$ cat src/rtl/fft_frame_sched.sv
// fft_frame_sched
//   Time-shares one streaming FFT between NUM_CH receive channels. Whole OFDM
//   symbols are granted round-robin; the cyclic prefix is dropped and the
//   remaining FFT_SIZE samples are forwarded with sop/eop framing and the
//   channel's direction bit. Each forwarded frame pushes its channel id into
//   a small tag FIFO. The FIFO head labels the matching FFT output frame, so
//   downstream logic can tell which channel an output frame belongs to.
//
// Ports
//   clk, rst            clock (posedge) and synchronous active-high reset
//   cp_len, inverse_cfg per-grant configuration, sampled when a grant is made
//   ch_req/valid/real/imag, ch_ready   channel-side sample stream
//   fft_sink_*, fft_inverse            FFT input stream
//   fft_source_*, dout_ready           FFT output handshake (observed only)
//   dout_ch             channel id of the current FFT output frame
//   busy                high whenever a symbol is being skipped or forwarded
//   tag_err             sticky: FFT output frame started with no tag queued
//
// state | meaning
// ------+--------------------------------------------------------------
// ARB   | idle; pick the next requesting channel if a tag slot is free
// SKIP  | discard cp_len valid samples of the granted channel
// DATA  | forward FFT_SIZE samples of the granted channel to the FFT

module fft_frame_sched #(
  parameter int NUM_CH     = 2,
  parameter int CH_WIDTH   = 1,
  parameter int FFT_SIZE   = 1024,
  parameter int INDX_WIDTH = 10,
  parameter int DATA_WIDTH = 16,
  parameter int CP_WIDTH   = 10,
  parameter int TAG_DEPTH  = 4
) (
  input  logic                         clk,
  input  logic                         rst,
  input  logic [CP_WIDTH-1:0]          cp_len,
  input  logic [NUM_CH-1:0]            inverse_cfg,
  input  logic [NUM_CH-1:0]            ch_req,
  input  logic [NUM_CH-1:0]            ch_valid,
  input  logic [NUM_CH*DATA_WIDTH-1:0] ch_real,
  input  logic [NUM_CH*DATA_WIDTH-1:0] ch_imag,
  output logic [NUM_CH-1:0]            ch_ready,
  input  logic                         fft_sink_ready,
  output logic                         fft_sink_valid,
  output logic                         fft_sink_sop,
  output logic                         fft_sink_eop,
  output logic [DATA_WIDTH-1:0]        fft_sink_real,
  output logic [DATA_WIDTH-1:0]        fft_sink_imag,
  output logic                         fft_inverse,
  input  logic                         fft_source_valid,
  input  logic                         fft_source_sop,
  input  logic                         fft_source_eop,
  input  logic                         dout_ready,
  output logic [CH_WIDTH-1:0]          dout_ch,
  output logic                         busy,
  output logic                         tag_err
);

  localparam logic [1:0] ST_ARB  = 2'd0;
  localparam logic [1:0] ST_SKIP = 2'd1;
  localparam logic [1:0] ST_DATA = 2'd2;

  // TAG_DEPTH is a power of two (>= 2), so the pointers wrap naturally.
  localparam int PTR_W = $clog2(TAG_DEPTH);
  localparam int CNT_W = $clog2(TAG_DEPTH + 1);

  logic [1:0]            state_q, state_d;
  logic [CH_WIDTH-1:0]   grant_q, grant_d;
  logic [CH_WIDTH-1:0]   rr_q, rr_d;
  logic [CP_WIDTH-1:0]   cp_cnt_q, cp_cnt_d;
  logic                  inv_q, inv_d;
  logic [INDX_WIDTH-1:0] idx_q, idx_d;
  logic [CH_WIDTH-1:0]   tag_mem_q [TAG_DEPTH];
  logic [CH_WIDTH-1:0]   tag_mem_d [TAG_DEPTH];
  logic [PTR_W-1:0]      wr_ptr_q, wr_ptr_d;
  logic [PTR_W-1:0]      rd_ptr_q, rd_ptr_d;
  logic [CNT_W-1:0]      count_q, count_d;
  logic                  tag_err_q, tag_err_d;

  logic                  req_found;
  logic [CH_WIDTH-1:0]   req_sel;
  logic [CH_WIDTH-1:0]   cand;
  logic                  fifo_full;
  logic                  fifo_empty;
  logic                  in_data;
  logic                  push;
  logic                  pop;

  assign fifo_full  = (count_q == CNT_W'(TAG_DEPTH));
  assign fifo_empty = (count_q == '0);
  assign in_data    = (state_q == ST_DATA);

  // Round-robin search from rr_q. Scanning offsets from high to low and
  // overwriting leaves the closest requester (smallest offset) selected.
  always_comb begin
    req_found = 1'b0;
    req_sel   = '0;
    cand      = '0;
    for (int k = NUM_CH - 1; k >= 0; k--) begin
      cand = CH_WIDTH'((int'(rr_q) + k) % NUM_CH);
      if (ch_req[cand]) begin
        req_found = 1'b1;
        req_sel   = cand;
      end
    end
  end

  // Sample path is purely combinational from the granted channel.
  always_comb begin
    fft_sink_valid = in_data & ch_valid[grant_q] & fft_sink_ready;
    fft_sink_sop   = fft_sink_valid & (idx_q == '0);
    fft_sink_eop   = fft_sink_valid & (idx_q == INDX_WIDTH'(FFT_SIZE - 1));
    fft_sink_real  = '0;
    fft_sink_imag  = '0;
    if (in_data) begin
      fft_sink_real = ch_real[int'(grant_q)*DATA_WIDTH +: DATA_WIDTH];
      fft_sink_imag = ch_imag[int'(grant_q)*DATA_WIDTH +: DATA_WIDTH];
    end
    ch_ready = '0;
    if (state_q == ST_SKIP) ch_ready[grant_q] = 1'b1;
    else if (in_data)       ch_ready[grant_q] = fft_sink_ready;
  end

  always_comb begin
    state_d  = state_q;
    grant_d  = grant_q;
    rr_d     = rr_q;
    cp_cnt_d = cp_cnt_q;
    inv_d    = inv_q;
    idx_d    = idx_q;
    case (state_q)
      ST_ARB: begin
        if (req_found && !fifo_full) begin
          grant_d  = req_sel;
          rr_d     = CH_WIDTH'((int'(req_sel) + 1) % NUM_CH);
          cp_cnt_d = cp_len;
          inv_d    = inverse_cfg[req_sel];
          idx_d    = '0;
          state_d  = (cp_len != '0) ? ST_SKIP : ST_DATA;
        end
      end
      ST_SKIP: begin
        if (ch_valid[grant_q]) begin
          cp_cnt_d = cp_cnt_q - CP_WIDTH'(1);
          if (cp_cnt_q == CP_WIDTH'(1)) state_d = ST_DATA;
        end
      end
      ST_DATA: begin
        if (fft_sink_valid) begin
          if (fft_sink_eop) begin
            idx_d   = '0;
            state_d = ST_ARB;
          end else begin
            idx_d = idx_q + INDX_WIDTH'(1);
          end
        end
      end
      default: state_d = ST_ARB;
    endcase
  end

  // Tag FIFO. A push can never hit a full FIFO: grants are withheld while
  // it is full and only one frame is in the scheduler at a time.
  assign push = fft_sink_eop;
  assign pop  = fft_source_valid & fft_source_eop & dout_ready & ~fifo_empty;

  always_comb begin
    tag_mem_d = tag_mem_q;
    wr_ptr_d  = wr_ptr_q;
    rd_ptr_d  = rd_ptr_q;
    count_d   = count_q;
    if (push) begin
      tag_mem_d[wr_ptr_q] = grant_q;
      wr_ptr_d            = wr_ptr_q + PTR_W'(1);
    end
    if (pop) rd_ptr_d = rd_ptr_q + PTR_W'(1);
    case ({push, pop})
      2'b10:   count_d = count_q + CNT_W'(1);
      2'b01:   count_d = count_q - CNT_W'(1);
      default: count_d = count_q;
    endcase
    tag_err_d = tag_err_q | (fft_source_valid & fft_source_sop & fifo_empty);
  end

  always_ff @(posedge clk) begin
    if (rst) begin
      state_q   <= ST_ARB;
      grant_q   <= '0;
      rr_q      <= '0;
      cp_cnt_q  <= '0;
      inv_q     <= 1'b0;
      idx_q     <= '0;
      wr_ptr_q  <= '0;
      rd_ptr_q  <= '0;
      count_q   <= '0;
      tag_err_q <= 1'b0;
      for (int i = 0; i < TAG_DEPTH; i++) tag_mem_q[i] <= '0;
    end else begin
      state_q   <= state_d;
      grant_q   <= grant_d;
      rr_q      <= rr_d;
      cp_cnt_q  <= cp_cnt_d;
      inv_q     <= inv_d;
      idx_q     <= idx_d;
      wr_ptr_q  <= wr_ptr_d;
      rd_ptr_q  <= rd_ptr_d;
      count_q   <= count_d;
      tag_err_q <= tag_err_d;
      tag_mem_q <= tag_mem_d;
    end
  end

  assign fft_inverse = inv_q;
  assign dout_ch     = fifo_empty ? '0 : tag_mem_q[rd_ptr_q];
  assign busy        = (state_q != ST_ARB);
  assign tag_err     = tag_err_q;

endmodule

$ cat config.mk
export PLATFORM = sky130hd
export DESIGN_NAME = fft_frame_sched
export DESIGN_NICKNAME = d
export VERILOG_FILES = /design/src/rtl/fft_frame_sched.sv
export SDC_FILE = /design/constraint.sdc
export NUM_CORES = 1
export LEC_CHECK = 0
export BUFFER_PORTS_ARGS = -buffer_cell sky130_fd_sc_hd__buf_2
export CORE_MARGIN = 4
export CORE_UTILIZATION = 40
export DETAILED_ROUTE_END_ITERATION = 10
export PLACE_DENSITY = 0.71
export SLEW_MARGIN = 0
export SYNTH_ARGS = -nofsm -noshare
export SYNTH_HDL_FRONTEND = slang
export SYNTH_SLANG_ARGS = --single-unit
$ cat constraint.sdc
create_clock -name clk -period 3.1 [get_ports clk]
set_input_delay 0.31 -clock clk [delete_from_list [all_inputs] [get_ports clk]]
set_output_delay 0.31 -clock clk [all_outputs]
set_load 0.005 [all_outputs]
==> results_dict.tcl, run 1 <==
set metrics [dict create \
    synth-simple-area-share_pct 26.0 \
    r2r-end "count_q[2]" \
    vdd_ir_drop_max_v 0.000201 \
    antenna_found_initial 0 \
    async_flop_share_pct 0 \
    synthTopCellsByArea "dfxtp_1 28%, mux2i_1 13%, nor2_1 8.0%" \
    rr_worst_depth 9 \
    critPathLaunchType "flop" \
    cts_root_buf "clkbuf_8" \
    htree_levels 2 \
    final_cell_mix "127 x buf_2, 56 x nor2_1, 36 x dfxtp_1" \
    drtIter0Drc 170 \
    place.gp.congestion 0.868 \
    critical_path_arrival_ns 2.89 \
    grt_max_degree 40 \
    numCtsBuffers 5 \
    yosys.area.top_type_share_pct 28.0 \
    synth_ff_type "dfxtp_1" \
    synth_compound_area_share_pct 18.8 \
    setup_tns_ns 0 \
    n_antenna_cell 0 \
    power.leakage_nw 1.46 \
    synth.mux.area_fraction_pct 14.6 \
    netlist_instances 339 \
    ctsHoldBuffers 0 \
    cts_tree "built" \
    clock_sinks 37 \
    hold_class "input pin to flop" \
    start_util_pct 41.4 \
    skew_ns 0.0128 \
    drv_slew 0 \
    clkLatencyLatePin_ns 0.29 \
    wl_per_cell_um 15.0 \
    synth-seq-cells 37 \
    p_per_area_nw_per_um2 342 \
    nNetsFinal 550 \
    clkPwrFrac_pct 28.9 \
    synth_fp_nets 436 \
    ant_nets 0 \
    worstHoldPathCells 3 \
    switching_power_uw 364 \
    die_h_um 89.3 \
    grt_pass1_vias 2522 \
    hpwlAfterDp_um 6080 \
    synth_edf_count 0 \
    synth_top_area_cell "dfxtp_1" \
    drt_pass1_iterations 5 \
    setup_violations 0 \
    drive_gt1_share_pct 32.8 \
    timing.rr.start "idx_q[1]" \
    min_from "fft_source_sop" \
    clockBufferDepth 2 \
    path_class "flop to flop" \
    synth_area_per_cell_um2 7.80 \
    fin_crit_ns 2.67 \
    cap_violations 0 \
    syn_to_final_growth_pct 28.4 \
    cts_setup_buffers 0 \
    grt_setup_unrepaired "false" \
    ys_seq_area_share_pct 28.0 \
    status "completed" \
    routed-via-count 2905 \
    internal_power_uw 797 \
    worstMarginPinSlew_ns 1.16 \
    finalHoldViolations 0 \
    rows 29 \
    end_kind "flop" \
    yosysWarnings 0 \
    r2r_setup_slack_ns 0.43 \
    port_buffers 127 \
    drc 0 \
    ios 128 \
    hold_ws_ns 0.274 \
    cts_resized 0 \
    mappedNetlistArea_um2 2640 \
    max_freq_mhz 375 \
    p_sw_share_pct 31.4 \
    vias_per_cell 5.47 \
    slew_headroom_pct 22.4 \
    seq_power_share_pct 44.9 \
    dieArea_um2 7970 \
    crit_fanout 10 \
    drt_wl_total_um 7960 \
    layout_commonest_cell "buf_2" \
    core-area_um2 6390 \
    combPwrFrac_pct 26.2 \
    min_to "tag_err" \
    synth_top_family_by_area "simple AND/OR/NAND/NOR gates" \
    grt_pass1_wl_um 11900 \
    grt-ovfl-total 0 \
    synth_fa_ha_area_share_pct 5.02 \
    synth-xor-area-share_pct 1.66 \
    die_w_um 89.3 \
    required_ns 3.32 \
    path_clk_slew_ns 0.08 \
    yosysUniqueCellTypes 54 \
    min_period_over_period_pct 86.1 \
    grt_usage_pct 19.0 \
]
synth_stat cells, drive strengths merged, types with 2 or more instances:
cell type  instances
buf                5
o211ai             2
a311o              2
and4               2
and2               4
o32ai              3
nor4               7
and3               3
a31oi              8
or2                2
mux2i             35
nand3             12
a21oi             22
a21o               2
nand3b             4
or3                2
nand2b             3
nor2              56
nor3               7
a311oi             4
nor2b              5
nand4b             2
a41oi              2
dfxtp             37
ha                 9
o22ai              2
o21ai             18
xor2               2
clkbuf            18
nand2             14
inv               17
or4                2
nand4              6
xnor2              3
o32a               2
nor3b              3
critical path, stage by stage (launching register included):
cell,delay [ns]
dfxtp_1,0.39
ha_1,0.27
nand4_1,0.11
or4_1,0.73
ha_1,0.32
inv_1,0.07
fa_1,0.17
xor2_1,0.07
or3_1,0.30
a21oi_1,0.15
registers in the layout, indices dropped and copies added (netlist names):
name         flops
cp_cnt_q        10
idx_q           10
tag_mem_q        4
count_q          3
rd_ptr_q         2
state_q          2
wr_ptr_q         2
fft_inverse      1
grant_q          1
rr_q             1
tag_err          1
cells by family (layout without fill, tap and decap cells):
logic type,Yosys count,count (layout)
AOI/OAI and AO/OA,75,75
adders and majority gates,10,10
xor gates and xnor gates,5,5
muxes,36,36
buffers and inverters,40,155
DFF,37,37
and+or+nand+nor,136,136
metrics by stage:
| stage | util (%) | power, mW | cell area, um^2 | cells | worst slack, ns |
|---|---|---|---|---|---|
| floorplan | - | 0.727 | 2640 | 339 | 0.762 |
| global placement | 51.8 | 0.830 | 3310 | 523 | 0.559 |
| detailed placement | 51.8 | 0.833 | 3310 | 523 | 0.462 |
| CTS | 53.1 | 1.16 | 3390 | 531 | 0.452 |
| global route | 53.1 | 1.23 | 3390 | 531 | 0.241 |
| finish | 53.1 | 1.16 | 3390 | 531 | 0.431 |
power groups by stage:
stage          logic [mW]  clock network [mW]  registers, mW
2_1_floorplan       0.202                   0          0.525
3_3_place_gp        0.300                   0          0.530
3_5_place_dp        0.301                   0          0.532
4_1_cts             0.303               0.339          0.521
5_1_grt             0.342               0.365          0.526
6_report            0.304               0.336          0.521
layout make-up:
| cell class | count | area [um^2] |
|---|---|---|
| fillers | 628 | 2990 |
| multi-input cells | 262 | 1750 |
| flip-flops and latches | 37 | 742 |
| repair buffers | 130 | 658 |
| well taps | 77 | 96.3 |
| clock buffers | 5 | 68.8 |
| inverters | 17 | 63.8 |
| clock inverters | 3 | 17.5 |
metal layers:
layer	up-vias	wire, um	global-route usage [%]	part of all wire (%)
met5	-	0	0	0
met4	0	144	5.41	1.8
met3	14	891	5.35	11
met2	143	3860	33.8	48
met1	1301	3070	22.3	39
li1	1447	-	-	-
worst max-delay path by stage:
stage / startpoint / to / slack [ns] / cells past startpoint
after floorplan: idx_q[0] / count_q[2] / 0.76 / 10
after global placement: idx_q[1] / count_q[2] / 0.56 / 9
after detailed placement: idx_q[0] / count_q[2] / 0.46 / 9
after CTS: idx_q[0] / count_q[2] / 0.45 / 9
after global routing: idx_q[1] / count_q[2] / 0.24 / 9
final: idx_q[1] / count_q[2] / 0.43 / 9
No activity file was read; power rests on OpenSTA's default activity.
==> run 2, diff against run 1 <==
- CTS_BUF_LIST: unset -> sky130_fd_sc_hd__clkbuf_16
==> run 2 against run 1 <==
Against the previous run: clock skew decreased by 0.0066 ns; non-clock buffer count is the same; clock power grew 47%; utilization rose by 0.88 points; setup slack improved by 0.025 ns; via count shrank 0.59%; maximum frequency grew 0.93%; sequential power hardly changed; clock-buffer cell count did not move; power is 13% higher; register-to-register slack better by 0.02 ns; combinational power about the same.
==> results_dict.tcl, run 2 (synthesis gave the netlist of run 1 again) <==
set metrics [dict create \
    hold_class "input pin to flop" \
    combPwrFrac_pct 23.0 \
    worstPathCellList "ha_1, nand4_1, or4_1, ha_1, inv_1, fa_1, xor2_1, or3_1, a21oi_1" \
    rows 29 \
    status "completed" \
    port_buffers 127 \
    critPathMaxStageDelay_ns 0.73 \
    max_freq_mhz 378 \
    min_period_over_period_pct 85.3 \
    crit_fanout 10 \
    grt-ovfl-total 0 \
    drc 0 \
    ant_nets 0 \
    path_class "flop to flop" \
    clkPwrFrac_pct 37.4 \
    drtIter0Drc 209 \
    die_w_um 89.3 \
    place.gp.congestion 0.868 \
    grt_usage_pct 19.0 \
    wl_per_cell_um 15.0 \
    critical_path_arrival_ns 2.85 \
    crit_family "simple AND/OR/NAND/NOR gates" \
    cts_setup_buffers 0 \
    start_util_pct 41.4 \
    n_fill_cell 619 \
    p_sw_share_pct 28.9 \
    end_kind "flop" \
    core-area_um2 6390 \
    worstMarginPinSlew_ns 1.16 \
    dp_slack_ns 0.462 \
    critPathLaunchType "flop" \
    finalHoldViolations 0 \
    syn_to_final_growth_pct 30.5 \
    seq_power_share_pct 39.6 \
    grt_max_degree 40 \
    drt_pass1_iterations 4 \
    internal_power_uw 937 \
    grt_setup_unrepaired "false" \
    required_ns 3.31 \
    grt_pass1_wl_um 11900 \
    cts_tree "built" \
    ios 128 \
    drv_slew 0 \
    grt_pass1_vias 2532 \
    clock_sinks 37 \
    cpMaxStageDelayCell "or4_1" \
    clkLatencyLatePin_ns 0.28 \
    setup_violations 0 \
    cap_violations 0 \
    drive_gt1_share_pct 32.8 \
    die_h_um 89.3 \
    drt_wl_total_um 7940 \
    dieArea_um2 7970 \
    rr_worst_depth 9 \
    slew_headroom_pct 22.4 \
    cp_num_cells 9 \
    nNetsFinal 550 \
    setup_tns_ns 0 \
    n_antenna_cell 0 \
    skew_ns 0.00626 \
    fin_ws_ns 0.455 \
    switching_power_uw 381 \
    fin_crit_ns 2.64 \
    vias_per_cell 5.44 \
    multi_input_area_um2 1750 \
    p_per_area_nw_per_um2 382 \
    power.leakage_nw 1.48 \
    top_regs "cp_cnt_q x10, idx_q x10, tag_mem_q x4" \
    routed-via-count 2888 \
    vdd_ir_drop_max_v 0.000315 \
    hpwlAfterDp_um 6080 \
    cts_resized 0 \
    antenna_found_initial 0 \
    layout_commonest_cell "buf_2" \
    cts_root_buf "clkbuf_16" \
    htree_levels 2 \
    hold_ws_ns 0.281 \
    worstHoldPathCells 3 \
    path_clk_slew_ns 0.06 \
    crit_top_cell "ha_1" \
    final_cell_mix "127 x buf_2, 56 x nor2_1, 36 x dfxtp_1" \
    clockBufferDepth 2 \
    ctsHoldBuffers 0 \
    path_buf_inv 1 \
    numCtsBuffers 5 \
    seq_area_um2 742 \
]
## run 2: worst paths after layout
kind,from,endpoint,slack (ns)
worst min-delay path,fft_source_sop,tag_err,0.28
worst max-delay path,idx_q[1],count_q[2],0.46
worst max register to register,idx_q[1],count_q[2],0.46
worst min register to register,tag_err,tag_err,0.47
## run 2: area by class of cell
type                       count  area share, %
sequential                    37           21.5
clock inverter                 3          0.508
tap                           77           2.79
clock buffer                   5           3.63
timing repair buffer         130           19.1
multi-input combinational    262           50.6
inverter                      17           1.85
## run 2: metal layers
metal  track usage [%]  wire (um)  share of wire (%)  vias to the layer above
met2              34.0       3890                 49                      127
li1                  -          -                  -                     1455
met4              5.68        144                1.8                        0
met5                 0          0                  0                        -
met3              5.16        902                 11                       12
met1              22.1       3010                 38                     1294
## run 2: per-stage QoR
step                cell area (um^2)  total power, mW  cells  util, %
floorplan                       2640            0.727    339        -
global placement                3310            0.830    523     51.8
detailed placement              3310            0.833    523     51.8
CTS                             3450             1.32    531     54.0
global route                    3450             1.39    531     54.0
finish                          3450             1.32    531     54.0
## run 2: worst register-to-register path, delay by kind of cell, from the launching register on
kind	cells	cell delay, ns
AO/OA/AOI/OAI	1	0.15
flip-flops	1	0.38
AND/OR/NAND/NOR	3	1.14
adder cells (fa/ha/maj)	3	0.76
buffers and inverters	1	0.07
XOR/XNOR	1	0.07
## run 2: power by group through the flow
stage | clock network, mW | logic (mW) | registers [mW]
final | 0.493 | 0.304 | 0.522
after global routing | 0.522 | 0.342 | 0.526
after CTS | 0.500 | 0.303 | 0.521
after detailed placement | 0 | 0.301 | 0.532
after global placement | 0 | 0.300 | 0.530
after floorplan | 0 | 0.202 | 0.525
